$ cat config.mk
export PLATFORM = sky130hd
export DESIGN_NAME = wb_write_arbiter_flat
export DESIGN_NICKNAME = d
export VERILOG_FILES = /design/src/rtl/wb_write_arbiter_if.sv /design/src/rtl/wb_write_arbiter.sv /design/src/flat_wrapper.sv
export SDC_FILE = /design/constraint.sdc
export NUM_CORES = 1
export LEC_CHECK = 0
export CAP_MARGIN = 20
export CORE_MARGIN = 2
export CORE_UTILIZATION = 57
export CTS_CLUSTER_SIZE = 30
export DETAILED_ROUTE_END_ITERATION = 12
export GPL_ROUTABILITY_DRIVEN = 0
export GPL_TIMING_DRIVEN = 0
export PLACE_DENSITY_LB_ADDON = 0.3
export SLEW_MARGIN = 20
export SYNTH_ARGS = -nofsm -noshare
export SYNTH_HDL_FRONTEND = slang
export SYNTH_SLANG_ARGS = --single-unit
$ cat constraint.sdc
create_clock -name clk -period 4.8 [get_ports clk]
set_clock_uncertainty 0.2 [all_clocks]
set_input_delay 1.2 -clock clk [delete_from_list [all_inputs] [get_ports clk]]
set_output_delay 1.2 -clock clk [all_outputs]
set_load 0.02 [all_outputs]
$ cat src/rtl/wb_write_arbiter_if.sv
// Handshake and register-file write bundle for wb_write_arbiter.
// master = producers/register file side, slave = the arbiter.
interface wb_write_arbiter_if #(
  parameter int unsigned DEPTH = 4
);
  localparam int unsigned CW = $clog2(DEPTH + 1);

  logic          alu_valid;
  logic [4:0]    alu_rd;
  logic [31:0]   alu_data;
  logic          alu_ready;
  logic          mem_valid;
  logic [4:0]    mem_rd;
  logic [31:0]   mem_data;
  logic          mem_ready;
  logic          regwrite;
  logic [4:0]    rd;
  logic [31:0]   write_data;
  logic [CW-1:0] fifo_count;
  logic [31:0]   pend_mask;

  modport master (
    output alu_valid, alu_rd, alu_data, mem_valid, mem_rd, mem_data,
    input  alu_ready, mem_ready, regwrite, rd, write_data, fifo_count, pend_mask
  );

  modport slave (
    input  alu_valid, alu_rd, alu_data, mem_valid, mem_rd, mem_data,
    output alu_ready, mem_ready, regwrite, rd, write_data, fifo_count, pend_mask
  );
endinterface

$ cat src/rtl/wb_write_arbiter.sv
// Register-file write port arbiter: single-cycle ALU results take priority over an
// in-order FIFO of long-latency results, with a starvation limit and pending-write mask.
module wb_write_arbiter #(
  parameter int unsigned DEPTH        = 4,
  parameter int unsigned STARVE_LIMIT = 3
) (
  input  logic              clk,
  input  logic              reset,
  wb_write_arbiter_if.slave bus
);
  localparam int unsigned AW = $clog2(DEPTH);
  localparam int unsigned CW = $clog2(DEPTH + 1);
  localparam int unsigned SW = $clog2(STARVE_LIMIT + 1);

  logic [4:0]       r_q_rd   [DEPTH];
  logic [31:0]      r_q_data [DEPTH];
  logic [DEPTH-1:0] r_vld;
  logic [AW-1:0]    r_wptr;
  logic [AW-1:0]    r_rptr;
  logic [CW-1:0]    r_count;
  logic [SW-1:0]    r_sc;
  logic             r_regwrite;
  logic [4:0]       r_rd;
  logic [31:0]      r_write_data;

  logic             w_fifo_nonempty;
  logic             w_mem_ready;
  logic             w_alu_ready;
  logic             w_alu_win;
  logic             w_deq;
  logic             w_enq;
  logic [31:0]      w_pend;

  assign w_fifo_nonempty = (r_count != '0);
  assign w_mem_ready     = (r_count != CW'(DEPTH));
  assign w_alu_ready     = !((r_sc == SW'(STARVE_LIMIT)) && w_fifo_nonempty);
  assign w_alu_win       = bus.alu_valid && w_alu_ready;
  assign w_deq           = !w_alu_win && w_fifo_nonempty;
  // rd==0 results complete the handshake but are never stored
  assign w_enq           = bus.mem_valid && w_mem_ready && (bus.mem_rd != '0);

  always_comb begin
    w_pend = '0;
    for (int unsigned i = 0; i < DEPTH; i++) begin
      if (r_vld[i]) w_pend[r_q_rd[i]] = 1'b1;
    end
    w_pend[0] = 1'b0;
  end

  always_ff @(posedge clk) begin
    if (w_enq) begin
      r_q_rd[r_wptr]   <= bus.mem_rd;
      r_q_data[r_wptr] <= bus.mem_data;
    end
  end

  always_ff @(posedge clk or posedge reset) begin
    if (reset) begin
      r_vld   <= '0;
      r_wptr  <= '0;
      r_rptr  <= '0;
      r_count <= '0;
    end else begin
      // Clear before set: a same-cycle enqueue can never target the slot being
      // dequeued unless the FIFO is full, which blocks the enqueue.
      if (w_deq) begin
        r_vld[r_rptr] <= 1'b0;
        r_rptr        <= r_rptr + AW'(1);
      end
      if (w_enq) begin
        r_vld[r_wptr] <= 1'b1;
        r_wptr        <= r_wptr + AW'(1);
      end
      r_count <= r_count + CW'(w_enq) - CW'(w_deq);
    end
  end

  always_ff @(posedge clk or posedge reset) begin
    if (reset) begin
      r_sc <= '0;
    end else if (!w_fifo_nonempty || w_deq) begin
      r_sc <= '0;
    end else if (w_alu_win && (r_sc != SW'(STARVE_LIMIT))) begin
      r_sc <= r_sc + SW'(1);
    end
  end

  always_ff @(posedge clk or posedge reset) begin
    if (reset) begin
      r_regwrite   <= 1'b0;
      r_rd         <= '0;
      r_write_data <= '0;
    end else if (w_alu_win) begin
      r_regwrite   <= (bus.alu_rd != '0);
      r_rd         <= bus.alu_rd;
      r_write_data <= bus.alu_data;
    end else if (w_deq) begin
      r_regwrite   <= (r_q_rd[r_rptr] != '0);
      r_rd         <= r_q_rd[r_rptr];
      r_write_data <= r_q_data[r_rptr];
    end else begin
      r_regwrite   <= 1'b0;
    end
  end

  assign bus.alu_ready  = w_alu_ready;
  assign bus.mem_ready  = w_mem_ready;
  assign bus.regwrite   = r_regwrite;
  assign bus.rd         = r_rd;
  assign bus.write_data = r_write_data;
  assign bus.fifo_count = r_count;
  assign bus.pend_mask  = w_pend;
endmodule

$ cat src/flat_wrapper.sv
// flat-port wrapper written by rule: the top's interface ports become plain ports
module wb_write_arbiter_flat 
#(
  parameter int unsigned DEPTH        = 4,
  parameter int unsigned STARVE_LIMIT = 3
)
  (clk, reset, bus_alu_valid, bus_alu_rd, bus_alu_data, bus_mem_valid, bus_mem_rd, bus_mem_data, bus_alu_ready, bus_mem_ready, bus_regwrite, bus_rd, bus_write_data, bus_fifo_count, bus_pend_mask);
  wb_write_arbiter_if #(.DEPTH(DEPTH)) bus_i ();
  input  logic clk;
  input  logic reset;
  input wire logic [$bits(bus_i.alu_valid)-1:0] bus_alu_valid;
  input wire logic [$bits(bus_i.alu_rd)-1:0] bus_alu_rd;
  input wire logic [$bits(bus_i.alu_data)-1:0] bus_alu_data;
  input wire logic [$bits(bus_i.mem_valid)-1:0] bus_mem_valid;
  input wire logic [$bits(bus_i.mem_rd)-1:0] bus_mem_rd;
  input wire logic [$bits(bus_i.mem_data)-1:0] bus_mem_data;
  output wire logic [$bits(bus_i.alu_ready)-1:0] bus_alu_ready;
  output wire logic [$bits(bus_i.mem_ready)-1:0] bus_mem_ready;
  output wire logic [$bits(bus_i.regwrite)-1:0] bus_regwrite;
  output wire logic [$bits(bus_i.rd)-1:0] bus_rd;
  output wire logic [$bits(bus_i.write_data)-1:0] bus_write_data;
  output wire logic [$bits(bus_i.fifo_count)-1:0] bus_fifo_count;
  output wire logic [$bits(bus_i.pend_mask)-1:0] bus_pend_mask;
  assign bus_i.alu_valid = bus_alu_valid;
  assign bus_i.alu_rd = bus_alu_rd;
  assign bus_i.alu_data = bus_alu_data;
  assign bus_i.mem_valid = bus_mem_valid;
  assign bus_i.mem_rd = bus_mem_rd;
  assign bus_i.mem_data = bus_mem_data;
  assign bus_alu_ready = bus_i.alu_ready;
  assign bus_mem_ready = bus_i.mem_ready;
  assign bus_regwrite = bus_i.regwrite;
  assign bus_rd = bus_i.rd;
  assign bus_write_data = bus_i.write_data;
  assign bus_fifo_count = bus_i.fifo_count;
  assign bus_pend_mask = bus_i.pend_mask;
  wb_write_arbiter #(.DEPTH(DEPTH), .STARVE_LIMIT(STARVE_LIMIT)) u_core (.clk(clk), .reset(reset), .bus(bus_i));
endmodule
# Word-level counts from Yosys, hierarchy flattened
# Memories as Yosys holds them, arrays and structs flattened.
# Index checks and enable logic that the tools add are counted.
[classes]
add_sub_neg = 5
n_mux = 28
n_eq_ne = 3
order_cmp = 12
reduce_logical = 22
n_bitwise = 6
[op_table]
columns = ["op", "count"]
rows = [
  ["2-to-1 mux 32 bit", 6],
  ["OR 32 bit", 3],
  ["less-than comparator 5 x 6 -> 1 bit, second input constant", 4],
  ["demux 1 bit (select 5 bit)", 4],
  [">= comparator 5 x 1 -> 1 bit, second input constant", 4],
  ["nonzero test 5 bit", 3],
  ["logical AND 1 bit", 12],
  ["2-to-1 mux 1 bit", 10],
  ["2-to-1 mux 5 bit", 2],
  ["2-to-1 mux 4 bit", 2],
  ["adder 2 x 1 -> 2 bit, second input constant", 3],
  ["less-than comparator 2 x 3 -> 1 bit, second input constant", 2],
  ["bitwise AND 4 bit", 1],
  ["demux 1 bit (select 2 bit)", 2],
  [">= comparator 2 x 1 -> 1 bit, second input constant", 2],
  ["2-to-1 mux 2 bit", 2],
  ["NOT 4 bit", 1],
  ["OR 4 bit", 1],
  ["nonzero test 2 bit", 2],
  ["adder 3 x 1 -> 3 bit", 1],
  ["zero test 1 bit", 3],
  ["inequality test 3 bit, second input constant", 1],
  ["nonzero test 3 bit", 1],
  ["subtractor 3 x 1 -> 3 bit", 1],
  ["3 further kinds", 3],
]
[totals]
register_bits = 51
n_memories = 2
ram_bits = 148
wordCells = 86
[memory_table]
columns = ["memory", "words", "word_bits", "read_ports", "rd_clocked_by_memory_dff", "write_ports", "line", "text"]
rows = [
  ["u_core.r_q_data", 4, 32, 1, 0, 1, "wb_write_arbiter.sv:16", "logic [31:0] r_q_data [DEPTH];"],
  ["u_core.r_q_rd", 4, 5, 5, 0, 1, "wb_write_arbiter.sv:15", "logic [4:0] r_q_rd [DEPTH];"],
]

# Longest topological paths before layout
# An unclocked memory read counts as a cell.
[depth]
word_depth = 12
depth_mapped = 11

# Worst setup path after synthesis
# Ideal clock, no wire load.
[synth_timing]
kind = "input port to flip-flop"
from = "input port bus_mem_rd[0]"
to = "memory u_core.r_q_data[0][0] (enable)"
setup_slack_ns = 1.557
arrival_ns = 2.615
setup_ns = 0.428
path_stages = 4
n_path_buf = 1
cell_sequence = "or4_1 o211a_1 buf_6 and2_1"
[synth_via]
elab_chain_len = 4
[synth_rtl]
columns = ["item", "line", "text"]
rows = [
  ["start: declaration", "flat_wrapper.sv:15", "input wire logic [$bits(bus_i.mem_rd)-1:0] bus_mem_rd;"],
  ["nonzero test 5 bit", "wb_write_arbiter.sv:40", "assign w_enq = bus.mem_valid && w_mem_ready && (bus.mem_rd != '0);"],
  ["logical AND 1 bit", "wb_write_arbiter.sv:40", ""],
  ["2-to-1 mux 1 bit", "wb_write_arbiter.sv:51", "if (w_enq) begin"],
  ["2-to-1 mux 1 bit (implied by the code)", "wb_write_arbiter.sv:53", "r_q_data[r_wptr] <= bus.mem_data;"],
  ["end: declaration", "wb_write_arbiter.sv:16", ""],
]
# No other way between the ends.

==> summary.md <==
| Metric | Value |
|---|---|
| Outcome | `finished clean` |
| CP Cell Sequence | `nor3b_1 > a32oi_1 > o221ai_1 > clkdlybuf4s50_1` |
| Die Y | `130 um` |
| Post-synth top flop | `edfxtp_1` |
| Slew Limit Fails | `0` |
| Post-synthesis instance total | `around 630` |
| Final non-filler cell total | `1027` |
| Post-CTS sizing | `0` |
| Synth Area in XOR/XNOR | `0.389%` |
| Grt ovf | `0` |
| CP Capture Type | `primary output` |
| Post-synthesis register bit count | `199` |
| Hold bufs inserted after CTS | `0` |
| PD cells | `approximately 570 nW/um2` |
| Worst endpoint required time | `3400 ps` |
| Crit share post-route | `around nine tenths` |
| Multi-input logic area | `3030 um2` |
| Crit Path Class | `reg2out` |
| Top cells by count, synth | `edfxtp_1, dfrtp_1, nor2_1` |
| Post-Route WL | `roughly 24000 um` |
| LEAKAGE | `4.04 nW` |
| Reg-to-reg setup timing slack | `2050 ps` |
| Count leader, synth | `edfxtp_1` |
| # rows | `45` |
| Post-CTS setup buffers | `0` |
| Drt pass-1 iters | `6` |
| Post-Synth Adder-Cell Area | `1.61%` |
| H-tree depth | `4` |
| Placed Instances | `~1000` |
| FILL cells | `959` |
| Clock Path Buffers | `2` |
| Min Tclk post-route | `between 4000 and 5000 ps` |
| Hold_ws | `254 ps` |
| Reg clk slew, reported paths | `70 ps` |
| Seq/Total Area, Yosys | `between 60% and 70%` |
| Cell area after synthesis | `9020 um2` |
| Synth area leader | `edfxtp_1` |
| Root Driver | `clkbuf_16` |
| Syn Nets | `around 720` |
| Crit path capture | `bus_pend_mask[12]` |
| Simple-gate share of the synthesized area | `9.88%` |
| First-pass GRT wire length | `37200 um` |
| Max Fclk | `~240 MHz` |
| YS warnings | `0` |
| Synth area leaders | `edfxtp_1, dfrtp_1, mux4_2, a31oi_1, nand3_1` |
| Setup TNS | `0 ps` |
| R2r startpoint | `u_core.bus.fifo_count[1]` |
| Crit. Startpoint | `u_core.r_q_rd[1][0]` |
| Die area | `16800 um2` |
| FF-to-FF End | `u_core.bus.fifo_count[2]` |
| CP delay by family, top | `simple AND/OR/NAND/NOR gates` |
| Arrival time at the worst endpoint | `2840 ps` |
| CTS Buf Count | `17` |
| CP bufs+invs | `1` |
| IO Count | `153` |
| TritonCTS clock tree | `built` |
| DR iter-0 viols | `931` |
| Synth top area share | `49.3%` |
| Post-synth cell types | `50` |
| Setup Viol. Count Final | `0` |
| Worst slew margin | `31.8%` |
| Async set or reset register ratio after synthesis | `25.6%` |
| Final #Nets | `892` |
| DRC Markers | `0` |
| Mapped Avg Cell Area | `14.3 um2` |
| Total GRT Usage | `29.8%` |
| Hold/Removal Path Class | `reg2reg` |
| Vias in the first global route | `6854` |
| CP max FO | `8` |
| Synth Area in Compound Gates | `between 10 and 15%` |
| Drt wl/cell | `~24 um` |
| Number of max-cap violations | `0` |
| Post-synth EDFFs | `148` |
| Worst path max stage delay | `850 ps` |
| Main combinational cell family by area after synthesis | `compound AO/OA/AOI/OAI gates` |
| Starting density of the core | `58.9%` |
| Setup ws final | `558 ps` |
| Fin. Hold Viols | `0` |
| Clock Sinks | `199` |
| Via count | `6850` |
| Syn-to-layout area delta | `27.4%` |
| Worst vdd ir | `407 uV` |
| Worst Hold Launch | `u_core.r_sc[0]` |
| Die X-Extent | `130 um` |
| Post-Place Setup Slack | `779 ps` |
| FF+latch area | `5720 um2` |
| Initial antenna violation count | `0` |
| Design Power | `6.53 mW` |
| Startpoint types | `flip-flop` |
| Maximum number of pins on one net before global-route repair | `52` |
| Final HPWL from detailed placement | `~16000 um` |
| Worst r2r path cells | `10` |
| Mux cell area share after synthesis | `about a tenth` |
| Levels on crit path | `4` |
| Vias per cell | `around 6.7` |
| Core Area | `roughly 15000 um2` |
| Slew @ Worst Pin | `1020 ps` |
| Fin area | `11500 um2` |
| Antenna diode count | `0` |
| RSZ-0062 raised after global routing | `no` |
| Share of post-route cells with drive strength above 1 | `12.1%` |
| Slowest CP cell | `nor3b_1` |
| Post-route core utilization | `75.0%` |
| Routed Antenna Nets | `0` |
| Worst-Skew Late Latency | `440 ps` |
| Number of buffers added on ports | `151` |
| Placed Area | `10900 um2` |
==> area by class of cell <==
| cell class | count | share of cell area (%) |
|---|---|---|
| Timing Repair Buffer | 155 | 14.1 |
| Clock buffer | 25 | 4.23 |
| Sequential cell | 199 | 49.8 |
| Buffer | 49 | 2.02 |
| Tap cell | 211 | 2.30 |
| Multi-Input combinational cell | 370 | 26.4 |
| Inverter | 11 | 0.381 |
| Clock inverter | 7 | 0.828 |
==> cell usage in the layout (no fill, tap or decap), types with 5 or more instances in the layout <==
cell type | synthesis | layout
nor3b_1 | 8 | 8
a31oi_1 | 32 | 32
a211oi_1 | 5 | 5
and3_1 | 5 | 5
dfrtp_1 | 51 | 51
a211o_1 | 5 | 5
clkbuf_1 | 27 | 32
inv_1 | 9 | 8
mux2i_1 | 6 | 6
o211ai_1 | 6 | 6
edfxtp_1 | 148 | 148
buf_2 | 14 | 14
clkbuf_16 | 0 | 17
o22ai_1 | 9 | 9
a32oi_1 | 6 | 6
o221ai_1 | 17 | 17
and3b_1 | 8 | 8
mux4_2 | 37 | 37
o21ai_0 | 32 | 32
a221o_1 | 8 | 8
nand2_1 | 12 | 12
nor2_1 | 50 | 50
nand3b_1 | 14 | 14
ha_1 | 10 | 10
a22oi_1 | 10 | 10
nor3_1 | 7 | 7
or3b_1 | 5 | 5
clkdlybuf4s50_1 | 0 | 151
nand3_1 | 39 | 39
==> worst min path at each step <==
stage	cells after the start	to	slack [ps]
6_report	1	u_core.r_sc[0]	250
5_1_grt	1	u_core.r_sc[0]	280
3_5_place_dp	1	u_core.r_sc[0]	250
4_1_cts	1	u_core.r_sc[0]	260
3_3_place_gp	1	u_core.r_sc[0]	230
2_1_floorplan	1	u_core.r_sc[0]	210
==> logic make-up after synthesis <==
kind of cell,Yosys count
muxes,45
other,1
DFF,199
buffers and inverters,60
xor gates and xnor gates,4
AOI/OAI and AO/OA,145
and+or+nand+nor,164
adders and majority gates,11
==> sequential cells by signal, indices dropped and copies added (netlist names) <==
name / cells
u_core.bus.fifo_count: 3
u_core.bus.rd: 5
u_core.bus.regwrite: 1
u_core.bus.write_data: 32
u_core.r_q_data: 128
u_core.r_q_rd: 20
u_core.r_rptr: 2
u_core.r_sc: 2
u_core.r_vld: 4
u_core.r_wptr: 2
==> routing by layer <==
metal | up-vias | routed length, um | GRT usage [%]
met5 | - | 0 | 0
met3 | 75 | 2530 | 6.89
met1 | 3379 | 9090 | 39.1
li1 | 2881 | - | -
met2 | 515 | 12100 | 49.0
met4 | 0 | 694 | 12.0
==> power by group <==
group          switching (mW)  total [mW]  internal [mW]
Clock                   0.599        1.41          0.810
Combinational            1.34        2.50           1.15
Sequential              0.279        2.62           2.34
No activity file was read; power rests on OpenSTA's default activity.
